--- src/rtl/timer_ctrl.sv ---
// Programmable count timer with IDLE/RUN/DONE control, one-shot or auto-reload.
// Optional clock prescaler enabled by defining TIMER_CTRL_PRESCALE_EN.
module timer_ctrl #(
    parameter int COUNT_WIDTH = 8,
    parameter int PRESCALE    = 4
) (
    input  logic                   clk,
    input  logic                   rst,
    input  logic                   start,
    input  logic                   stop,
    input  logic                   periodic,
    input  logic [COUNT_WIDTH-1:0] period,
    output logic [COUNT_WIDTH-1:0] count,
    output logic                   busy,
    output logic                   done,
    output logic                   tick
);

    typedef enum logic [1:0] {IDLE, RUN, DONE} state_t;

    state_t                 state;
    logic [COUNT_WIDTH-1:0] period_lat;
    logic                   periodic_lat;
    logic                   step;

`ifdef TIMER_CTRL_PRESCALE_EN
    logic [7:0] presc;

    // A count step happens only on the last clock of each prescale window.
    assign step = (presc == 8'(PRESCALE - 1));

    always_ff @(posedge clk or negedge rst) begin
        if (!rst) begin
            presc <= '0;
        end else if (stop || start || state != RUN || step) begin
            presc <= '0;
        end else begin
            presc <= presc + 8'd1;
        end
    end
`else
    assign step = 1'b1;
`endif

    always_ff @(posedge clk or negedge rst) begin
        if (!rst) begin
            state        <= IDLE;
            count        <= '0;
            period_lat   <= '0;
            periodic_lat <= 1'b0;
            busy         <= 1'b0;
            done         <= 1'b0;
            tick         <= 1'b0;
        end else begin
            tick <= 1'b0;
            if (stop) begin
                state <= IDLE;
                count <= '0;
                busy  <= 1'b0;
                done  <= 1'b0;
            end else if (start) begin
                state        <= RUN;
                count        <= '0;
                period_lat   <= period;
                periodic_lat <= periodic;
                busy         <= 1'b1;
                done         <= 1'b0;
            end else begin
                case (state)
                    RUN: begin
                        if (step) begin
                            if (count < period_lat) begin
                                count <= count + 1'b1;
                            end else if (periodic_lat) begin
                                count <= '0;
                                tick  <= 1'b1;
                            end else begin
                                // Terminal count of a one-shot: freeze count at period.
                                state <= DONE;
                                busy  <= 1'b0;
                                done  <= 1'b1;
                                tick  <= 1'b1;
                            end
                        end
                    end
                    default: ;
                endcase
            end
        end
    end

endmodule

--- config.mk ---
export PLATFORM = sky130hd
export DESIGN_NAME = timer_ctrl
export DESIGN_NICKNAME = d
export VERILOG_FILES = /design/src/rtl/timer_ctrl.sv
export SDC_FILE = /design/constraint.sdc
export NUM_CORES = 1
export LEC_CHECK = 0
export BUFFER_PORTS_ARGS = -buffer_cell sky130_fd_sc_hd__buf_2
export CAP_MARGIN = 20
export CORE_MARGIN = 2
export CORE_UTILIZATION = 57
export CTS_CLUSTER_DIAMETER = 200
export DETAILED_ROUTE_END_ITERATION = 7
export GPL_TIMING_DRIVEN = 0
export PLACE_DENSITY = 0.83
export SKIP_CTS_REPAIR_TIMING = 1
export SLEW_MARGIN = 5
export SYNTH_ARGS = -nofsm -noshare
export SYNTH_HDL_FRONTEND = slang
export SYNTH_SLANG_ARGS = --single-unit
--- constraint.sdc ---
create_clock -name clk -period 3.4 [get_ports clk]
set_input_delay 0.34 -clock clk [delete_from_list [all_inputs] [get_ports clk]]
set_output_delay 0.34 -clock clk [all_outputs]
set_load 0.05 [all_outputs]
==> impl_metrics.tcl <==
set metrics [dict create \
    status "complete, no violations" \
    cts_inserted_buffers 3 \
    muxShareOfSynthArea_pct 5.03 \
    cpPeakStageDelay_ps 480 \
    yosysSeqAreaShare_pct 44.7 \
    crit_type "reg2reg" \
    slew_viol_final 0 \
    tns_ps 0 \
    synth_compound_area_share_pct 16.2 \
    synth-simple-area-share_pct 20.7 \
    worstReg2RegEnd "count[4]$_DFFE_PN0P_" \
    yosysTopAreaCellShare_pct 44.7 \
    maxCapViolCount 0 \
    cpMaxStageDelayCell "dfrtp_1" \
    max_freq_ghz 0.466 \
    globalplace.congestion 0.782 \
    worstPathRequired_ps 3600 \
    synth_top_family_by_area "simple AND/OR/NAND/NOR gates" \
    gr-total-overflow 0 \
    drtIter0Drc 16 \
    clk_latency_ps 300 \
    synth_flop_cell "dfrtp_1" \
    synth_xor_area_share_pct 0 \
    rr_worst_depth 6 \
    leakagePower_nw 0.676 \
    worstMarginPinSlew_ps 445 \
    r2r_setup_slack_ps 1250 \
    dr_total_vias 948 \
    layout_common_cells "buf_2, dfrtp_1, nand2_1" \
    critPathBufInv 0 \
    cts_sinks 20 \
    detail_route.wl_per_cell_um 13.0 \
    yosys_warnings 0 \
    regArea_um2 500 \
    grt_usage_pct 21.3 \
    async_reset_ff_share_pct 100 \
    num_rows 16 \
    finalHoldViolations 0 \
    cts_tree "yes" \
    synth_top_cell_by_area "dfrtp_1" \
    min_from "stop" \
    grt_pass1_wl_um 3980 \
    layoutNonFillerInstCount 169 \
    setup_violations 0 \
    wl_um 2210 \
    cts_root_buf "clkbuf_4" \
    cp.arrival_ps 2350 \
    mappedNetlistNets 135 \
    hp-class "in2reg" \
    portBuffers 23 \
    fp.dieW_um 48.3 \
    min_period_ps 2150 \
    nNetsFinal 164 \
    avgSynthCellArea_um2 9.82 \
    synth.area.top_cells "dfrtp_1, ha_1, o21ai_0" \
    clk_pin_slew_ps 110 \
    ioPinCount 24 \
    synthCells 114 \
    ir_drop_v 0.000336 \
    dr.pass1.iters 4 \
    path_cells "ha_1 > a211oi_1 > o21ai_1 > a211oi_2 > o21ai_2 > a32o_1" \
    pwr_density_cell_mw_per_mm2 396 \
    ant_nets 0 \
    slew_headroom_pct 70.3 \
    multiInputGateArea_um2 569 \
    area_growth_pct 18.9 \
    synth_edf_count 0 \
    ys_types 32 \
    first_global_vias 932 \
    cp_max_fo 8 \
    via_per_inst 5.61 \
    cts_buffer_depth 2 \
    hpwl_um 1630 \
    worst_hold_path.endpoint "state[0]$_DFFE_PN0P_" \
    synth-adder-area-share_pct 8.94 \
    antenna_found_initial 0 \
    die_area_mm2 0.00234 \
    core_mm2 0.00190 \
    htreeDepth 1 \
    layout_setup_ws_ps 1250 \
    die_y_um 48.3 \
    r2r_start "count[2]$_DFFE_PN0P_" \
    start_kind "register" \
    synth_area_mm2 0.00112 \
    whs_path_depth 2 \
    fillCellCount 155 \
    period_share_pct 63.2 \
    rsz0062_at_grt "no" \
    drc 0 \
    diodes 0 \
    preCtsSetupSlack_ps 1300 \
    final_common_cell "buf_2" \
    critPathCaptureType "register" \
    grt_start_max_net_pins 21 \
    synth_seq_cells 20 \
    critPathTopFamily "compound AO/OA/AOI/OAI gates" \
    drive_gt1_share_pct 25.4 \
    finClkSkew_ps 2.94 \
    placed_cells_incl_taps 164 \
    initial_core_util_pct 58.9 \
]
-- state kept, by name, summed over array words and instances, names as in the netlist --
name	count
periodic_lat	1
count	8
tick	1
state	1
period_lat	8
done	1
-- Yosys cell counts (all sizes together) (2+ instances only) --
cell type,count
nand4,2
a32o,5
dfrtp,20
nand3,3
a21oi,2
mux2,5
nor2b,2
a31o,3
ha,8
nor3,5
nor2,10
inv,7
a211oi,3
clkbuf,2
and3,4
nand2,12
o21ai,11
-- through the flow --
stage | total power, W | hold slack, ps | cell area [um^2] | utilization [%]
2_1_floorplan | 0.000312 | 44.4 | 1120 | -
3_3_place_gp | 0.000335 | 305 | 1270 | 66.7
3_5_place_dp | 0.000339 | 306 | 1270 | 66.7
4_1_cts | 0.000529 | -26.8 | 1320 | 69.5
5_1_grt | 0.000549 | 231 | 1330 | 70.0
6_report | 0.000527 | 224 | 1330 | 70.0
-- cell type report --
type	count	area share, %
Buffer	4	1.79
Clock buffer	3	1.69
Clock inverter	1	2.26
Inverter	7	1.97
Multi-Input combinational cell	83	42.8
Sequential cell	20	37.6
Tap cell	27	2.54
Timing Repair Buffer	24	9.40
-- metal layers --
layer | wire length [um] | up-vias | track usage [%]
li1 | - | 471 | -
met2 | 1100 | 26 | 36.6
met4 | 26 | 0 | 7.14
met5 | 0 | - | 0
met1 | 1010 | 447 | 27.4
met3 | 71 | 4 | 3.40
-- cell families (layout without fill, tap and decap cells) --
family	after synthesis	in the layout
mux	5	5
buf+inv	11	39
compound gates	25	25
fa+ha+maj	8	8
flops	20	20
simple gates	45	45
-- how the worst max path moves through the flow --
stage,to,startpoint,cells past startpoint,slack (ps)
2_1_floorplan,count[3]$_DFFE_PN0P_,count[2]$_DFFE_PN0P_,6,1260
3_3_place_gp,count[3]$_DFFE_PN0P_,count[2]$_DFFE_PN0P_,6,1370
3_5_place_dp,count[1]$_DFFE_PN0P_,count[2]$_DFFE_PN0P_,6,1300
4_1_cts,count[4]$_DFFE_PN0P_,count[2]$_DFFE_PN0P_,6,1270
5_1_grt,state[0]$_DFFE_PN0P_,count[2]$_DFFE_PN0P_,7,1150
6_report,count[4]$_DFFE_PN0P_,count[2]$_DFFE_PN0P_,6,1250
-- where the power goes --
part           switching [W]  internal (W)
clock network      0.0000733      0.000119
logic              0.0000449     0.0000276
registers         0.00000863      0.000253
Note: power is estimated with default switching activity, not from simulation.
